## config.mk

```make
export PLATFORM = sky130hd
export DESIGN_NAME = uart_rx_sampler
export DESIGN_NICKNAME = d
export VERILOG_FILES = /design/src/rtl/uart_pkg.sv /design/src/rtl/uart_baud_tick.sv /design/src/rtl/uart_rx_sampler.sv
export SDC_FILE = /design/constraint.sdc
export NUM_CORES = 1
export LEC_CHECK = 0
export CAP_MARGIN = 10
export CORE_MARGIN = 2
export CORE_UTILIZATION = 52
export DETAILED_ROUTE_END_ITERATION = 8
export GPL_TIMING_DRIVEN = 0
export PLACE_DENSITY = 0.83
export SETUP_SLACK_MARGIN = 0.4
export SYNTH_ARGS = -nofsm -noshare
export SYNTH_HDL_FRONTEND = slang
export SYNTH_SLANG_ARGS = --single-unit
export TNS_END_PERCENT = 100
```

## constraint.sdc

```tcl
create_clock -name clk -period 1.6 [get_ports clk]
set_input_delay 0.16 -clock clk [delete_from_list [all_inputs] [get_ports clk]]
set_output_delay 0.16 -clock clk [all_outputs]
set_load 0.05 [all_outputs]
```

## src/rtl/uart_pkg.sv

```systemverilog
// rtl/uart_pkg.sv - shared types and constants for the UART receiver
//
// Purpose: parity selection enum, receiver state enum, oversampling constant
//          and the 2-of-3 majority helper used for bit decisions.
// Ports:   none (package).

package uart_pkg;

   localparam int OVERSAMPLE = 16;

   typedef enum logic [1:0] {
      PAR_NONE = 2'd0,
      PAR_ODD  = 2'd1,
      PAR_EVEN = 2'd2
   } parity_e;

   typedef enum logic [2:0] {
      ST_IDLE,
      ST_START,
      ST_DATA,
      ST_PARITY,
      ST_STOP
   } rx_state_e;

   function automatic logic maj3(input logic a, input logic b, input logic c);
      return (a & b) | (a & c) | (b & c);
   endfunction

endpackage

```

## src/rtl/uart_baud_tick.sv

```systemverilog
// rtl/uart_baud_tick.sv - oversampling tick generator with phase restart
//
// Purpose: emits a one-cycle tick every DIV clocks; restart re-phases the
//          divider so the first tick lands DIV clocks after the restart.
// Ports:   clk     - clock
//          n_rst   - asynchronous active-low reset
//          restart - clears the divider (start edge seen)
//          o_tick  - one-cycle sample tick

module uart_baud_tick #(
   parameter int DIV = 27
) (
   input  logic clk,
   input  logic n_rst,
   input  logic restart,
   output logic o_tick
);

   localparam int CW = (DIV > 2) ? $clog2(DIV) : 1;

   logic [CW-1:0] cnt;

   always_ff @(posedge clk or negedge n_rst) begin
      if (!n_rst) begin
         cnt    <= '0;
         o_tick <= 1'b0;
      end else if (restart) begin
         cnt    <= '0;
         o_tick <= 1'b0;
      end else if (cnt == CW'(DIV - 1)) begin
         cnt    <= '0;
         o_tick <= 1'b1;
      end else begin
         cnt    <= cnt + CW'(1);
         o_tick <= 1'b0;
      end
   end

endmodule

```

## src/rtl/uart_rx_sampler.sv

```systemverilog
// rtl/uart_rx_sampler.sv - 16x oversampling UART receiver with error flags
//
// Purpose: synchronises the serial line, frames characters with majority
//          voting at ticks 7/8/9, and reports data plus parity, framing and
//          break status on a one-cycle strobe.
// Ports:   clk             - clock
//          n_rst           - asynchronous active-low reset
//          i_rx            - asynchronous serial input, idle high
//          o_data          - received character (LSB first on the line)
//          o_data_valid    - one-cycle strobe qualifying data and flags
//          o_parity_error  - parity mismatch on the strobed frame
//          o_framing_error - a stop bit sampled low
//          o_break         - framing error with all data and parity bits zero

module uart_rx_sampler #(
   parameter int CLK_FREQ   = 50000000,
   parameter int BAUD_RATE  = 115200,
   parameter int OVERSAMPLE = 16,
   parameter int DATA_BITS  = 8,
   parameter int STOP_BITS  = 1,
   parameter int PARITY     = 0
) (
   input  logic                 clk,
   input  logic                 n_rst,
   input  logic                 i_rx,
   output logic [DATA_BITS-1:0] o_data,
   output logic                 o_data_valid,
   output logic                 o_parity_error,
   output logic                 o_framing_error,
   output logic                 o_break
);

   import uart_pkg::*;

   localparam int      DIV      = CLK_FREQ / (BAUD_RATE * OVERSAMPLE);
   localparam parity_e PAR_MODE = parity_e'(PARITY);

   logic                 rx_meta;
   logic                 rx_sync;
   rx_state_e            state;
   logic [3:0]           tick_idx;
   logic [3:0]           bit_cnt;
   logic [DATA_BITS-1:0] shreg;
   logic                 s7;
   logic                 s8;
   logic                 par_bit;
   logic                 stop_cnt;
   logic                 fe_acc;
   logic                 break_hold;
   logic                 tick;
   logic                 restart;
   logic                 bit_val;
   logic                 par_err;
   logic                 fe_now;
   logic                 brk_now;

   always_ff @(posedge clk or negedge n_rst) begin
      if (!n_rst) begin
         rx_meta <= 1'b1;
         rx_sync <= 1'b1;
      end else begin
         rx_meta <= i_rx;
         rx_sync <= rx_meta;
      end
   end

   // Start edge re-phases the divider; suppressed while waiting out a break.
   assign restart = (state == ST_IDLE) && !rx_sync && !break_hold;

   uart_baud_tick #(.DIV(DIV)) u_tick (
      .clk     (clk),
      .n_rst   (n_rst),
      .restart (restart),
      .o_tick  (tick)
   );

   // Tick 7 and 8 samples are held; tick 9 uses the live synchronised value.
   assign bit_val = maj3(s7, s8, rx_sync);
   assign fe_now  = fe_acc | ~bit_val;
   assign brk_now = fe_now && (shreg == '0) && !par_bit;

   always_comb begin
      par_err = 1'b0;
      if (PAR_MODE != PAR_NONE)
         par_err = (^{shreg, par_bit}) != (PAR_MODE == PAR_ODD);
   end

   always_ff @(posedge clk or negedge n_rst) begin
      if (!n_rst) begin
         state           <= ST_IDLE;
         tick_idx        <= '0;
         bit_cnt         <= '0;
         shreg           <= '0;
         s7              <= 1'b1;
         s8              <= 1'b1;
         par_bit         <= 1'b0;
         stop_cnt        <= 1'b0;
         fe_acc          <= 1'b0;
         break_hold      <= 1'b0;
         o_data          <= '0;
         o_data_valid    <= 1'b0;
         o_parity_error  <= 1'b0;
         o_framing_error <= 1'b0;
         o_break         <= 1'b0;
      end else begin
         o_data_valid <= 1'b0;
         if (state == ST_IDLE) begin
            // A break leaves the line low; wait for idle so one long break
            // produces a single strobe instead of a stream of them.
            if (break_hold) begin
               if (rx_sync)
                  break_hold <= 1'b0;
            end else if (!rx_sync) begin
               state    <= ST_START;
               tick_idx <= '0;
            end
         end else if (tick) begin
            tick_idx <= tick_idx + 4'd1;
            if (tick_idx == 4'd7)
               s7 <= rx_sync;
            if (tick_idx == 4'd8)
               s8 <= rx_sync;
            case (state)
               ST_START: begin
                  if (tick_idx == 4'd9 && bit_val) begin
                     state <= ST_IDLE;
                  end else if (tick_idx == 4'd15) begin
                     state   <= ST_DATA;
                     bit_cnt <= '0;
                  end
               end
               ST_DATA: begin
                  if (tick_idx == 4'd9)
                     shreg <= {bit_val, shreg[DATA_BITS-1:1]};
                  if (tick_idx == 4'd15) begin
                     if (bit_cnt == 4'(DATA_BITS - 1)) begin
                        state    <= (PAR_MODE != PAR_NONE) ? ST_PARITY : ST_STOP;
                        stop_cnt <= 1'b0;
                        fe_acc   <= 1'b0;
                     end else begin
                        bit_cnt <= bit_cnt + 4'd1;
                     end
                  end
               end
               ST_PARITY: begin
                  if (tick_idx == 4'd9)
                     par_bit <= bit_val;
                  if (tick_idx == 4'd15)
                     state <= ST_STOP;
               end
               ST_STOP: begin
                  if (tick_idx == 4'd9) begin
                     if (stop_cnt == 1'(STOP_BITS - 1)) begin
                        // Report mid-stop-bit and go straight back to idle so
                        // a following start edge is not missed.
                        o_data          <= shreg;
                        o_parity_error  <= par_err;
                        o_framing_error <= fe_now;
                        o_break         <= brk_now;
                        o_data_valid    <= 1'b1;
                        break_hold      <= brk_now;
                        state           <= ST_IDLE;
                     end else begin
                        fe_acc <= fe_now;
                     end
                  end
                  if (tick_idx == 4'd15)
                     stop_cnt <= 1'b1;
               end
               default: state <= ST_IDLE;
            endcase
         end
      end
   end

endmodule

```

==> run metrics <==
Yosys cell types=between 40 and 50; die width=67.49 um; total power=2.063 mW; Ant. Diodes=0; violated checks=negative setup slack; WL met2=3.085 mm; Worst path slowest cell=dfrtp_1; Crit path top cell by count=buf_6; Die H=67.49 um; Slew Limit Fails=0; post-synth top area cell=dfrtp_1; wire per inst=19.77 um; Clock Latency Late Sink=0.30 ns; critical path class=register to register; Design Area, Final=between 3000 and 4000 um2; Yosys warnings=0; Leakage=between 1 and 1.5 nW; pwr dens=685.4 nW/um2; Residual DRC=0; syn_nets=~180; top cells by area, synth=dfrtp_1, mux2_2, dfstp_2; Met3 Wirelength=181 um; synthesized instance count=about 170; PnR worst setup slack=-0.2149 ns; vias in the first global route=1696; sequential fraction of the synthesis area=52.78%; Via density=5.735; area grow syn2layout=43.58%; VDD IR max=0.8530 mV; Max Clock Skew=0.008178 ns; CTS Buf Count=5; critical path endpoint category=register; cell chain of the critical path=buf_6 > or3_4 > buf_8 > o21ai_2 > and3_4 > buf_6 > mux2i_1; Max Cap Viol=0; Clock Root Buffer=clkbuf_8; Crit path arrival time=2.02 ns; RSZ-0062 raised after global routing=true; largest net degree at the start of global routing=45; ys flop type=dfrtp_1; f_max=551.0 MHz; # clock sinks=44; Mapped Area=2096 um2; Top Layer Used=met4; die area=around 4600 um2; area share of the largest cell type after synthesis=a little under half; antenna viol nets, final=0; violation count after the first detailed-routing iteration=66; Fill cells=213; Fin. Hold Viols=0; CTS H-tree lvls=2; gr usage total=25.76%; share of layout cells above drive strength 1=56.77%; critical-path maximum fanout=5; drt first pass iters=5; critical path required time=~1.8 ns; global route total overflow=0; post-DP HPWL=2.691 mm; first-pass GRT wire length=8.411 mm; FP Rows=23; Tmin final=1.815 ns; initial antenna violation count=0; count leader, synth=dfrtp_1; GPL Wtd Cong=between 0.9 and 1; syn_area_per_cell=between 10 and 15 um2; core area=3943 um2; Tcrit/Tclk final=113.4%; Starting Density=53.16%; clk buf depth=2; EDFF count, synth=0; class of the most critical hold timing path=input pin to register; outcome=finished with violations; clock-pin slew on the worst setup and hold paths=about 0.090 ns; Vias=1600; fin nets=237; CTS tree=built; Worst Setup Start Kind=register; Post-Route WL=5.516 mm; Top Ports=15; number of I/O port buffers=13; met1 WL=2.131 mm; fraction of registers with async set/reset=100.0%; final setup vio count=34; Cell Area, Placed=between 2000 and 2500 um2; Synth top cells by count=dfrtp_1, mux2_2, nor2_1; #FFs+latches synth=44; max incr delay on CP=0.41 ns
state kept, by name, indices dropped and copies added (netlist names), 3 cells and up:
name and cells:
o_data 8, shreg 8, u_tick.cnt 5, bit_cnt 4
tick_idx 4, state 3
through the flow:
stage | setup slack [ns] | hold slack [ns] | utilization, % | std cells | setup TNS (ns)
after global routing | -0.2513 | 0.2646 | 76.33 | 279 | -5.476
after global placement | -0.6521 | 0.3483 | 58.97 | 237 | -30.41
after detailed placement | -0.3207 | 0.1544 | 59.35 | 238 | -4.959
after floorplan | -0.1007 | -0.1356 | - | 174 | -0.9872
final | -0.2149 | 0.2643 | 76.33 | 279 | -3.867
after CTS | -0.1343 | 0.2651 | 73.91 | 275 | -2.847
metal layers:
| metal | vias up | track usage [%] |
|---|---|---|
| met5 | - | 0 |
| met4 | 0 | 9.439 |
| met3 | 14 | 6.167 |
| met2 | 38 | 47.18 |
| met1 | 826 | 28.73 |
| li1 | 722 | - |
critical path: cells and delay by family (launching register included):
family	cells	cell delay, ns
muxes	1	0.22
buffers and inverters	3	0.38
DFF	1	0.41
AOI/OAI and AO/OA	1	0.10
and+or+nand+nor	2	0.60
layout make-up:
class | instances | area, um2 | area share [%]
multi-input cells | 115 | 1201 | 39.92
flip-flops and latches | 44 | 1109 | 36.84
repair buffers | 47 | 391.6 | 13.01
plain buffers | 10 | 105.1 | 3.493
clock buffers | 6 | 82.58 | 2.744
well taps | 50 | 62.56 | 2.079
clock inverters | 2 | 38.79 | 1.289
inverters | 5 | 18.77 | 0.6237
kinds of logic (layout without fill, tap and decap cells):
logic type      count (synthesis)  after routing  share of synthesized area, %
simple gates                   55             55                         16.24
xor+xnor                        6              6                         2.507
compound gates                 21             21                         6.926
mux                            25             25                         13.25
fa+ha+maj                       7              7                         4.060
other cells                     1              1                        0.1789
buf+inv                        15             70                         4.059
flops                          44             44                         52.78
cell usage in the layout, fill, tap and decap left out, drive strengths merged, types with 2 or more instances in the layout:
master | synthesis | final
buf | 9 | 54
nor3 | 4 | 4
ha | 6 | 6
xnor2 | 2 | 2
mux2i | 3 | 3
a32o | 2 | 2
and2 | 2 | 2
nand4 | 3 | 3
dfstp | 4 | 4
nand3b | 2 | 2
mux2 | 22 | 22
clkbuf | 1 | 6
dfrtp | 40 | 40
nand4b | 4 | 4
xor2 | 4 | 4
inv | 5 | 5
o31ai | 5 | 5
o21ai | 8 | 8
nand3 | 6 | 6
nand2b | 5 | 5
nor2 | 13 | 13
and3 | 2 | 2
nor3b | 3 | 3
nor2b | 2 | 2
nand2 | 4 | 4
report_power, final:
part / internal, mW / total (mW) / switching, mW
Clock: 0.511 / 0.902 / 0.391
Combinational: 0.0120 / 0.0409 / 0.0289
Sequential: 1.12 / 1.12 / 0.00424
timing repair:
item	4_1_cts	5_1_grt
resized for setup	98	43
buffers inserted	27	4
cloned	1	0
pin swaps	16	13
hold endpoints to repair	40	0
hold buffers	1	0
endpoints found under the setup margin	53	50
path summary, 6_finish.rpt:
kind / from / to / slack [ns] / depth (start not counted)
max in group asynchronous: n_rst / rx_meta$_DFF_PN1_ / 0.96 / 3
worst min register to register: rx_meta$_DFF_PN1_ / rx_sync$_DFF_PN1_ / 0.36 / 0
worst min-delay path: i_rx / rx_meta$_DFF_PN1_ / 0.26 / 1
min in group asynchronous: n_rst / state[0]$_DFFE_PN0P_ / 0.37 / 3
worst max-delay path: state[0]$_DFFE_PN0P_ / state[1]$_DFFE_PN0P_ / -0.21 / 7
worst max register to register: state[0]$_DFFE_PN0P_ / state[1]$_DFFE_PN0P_ / -0.21 / 7
No activity file was read; power rests on OpenSTA's default activity.
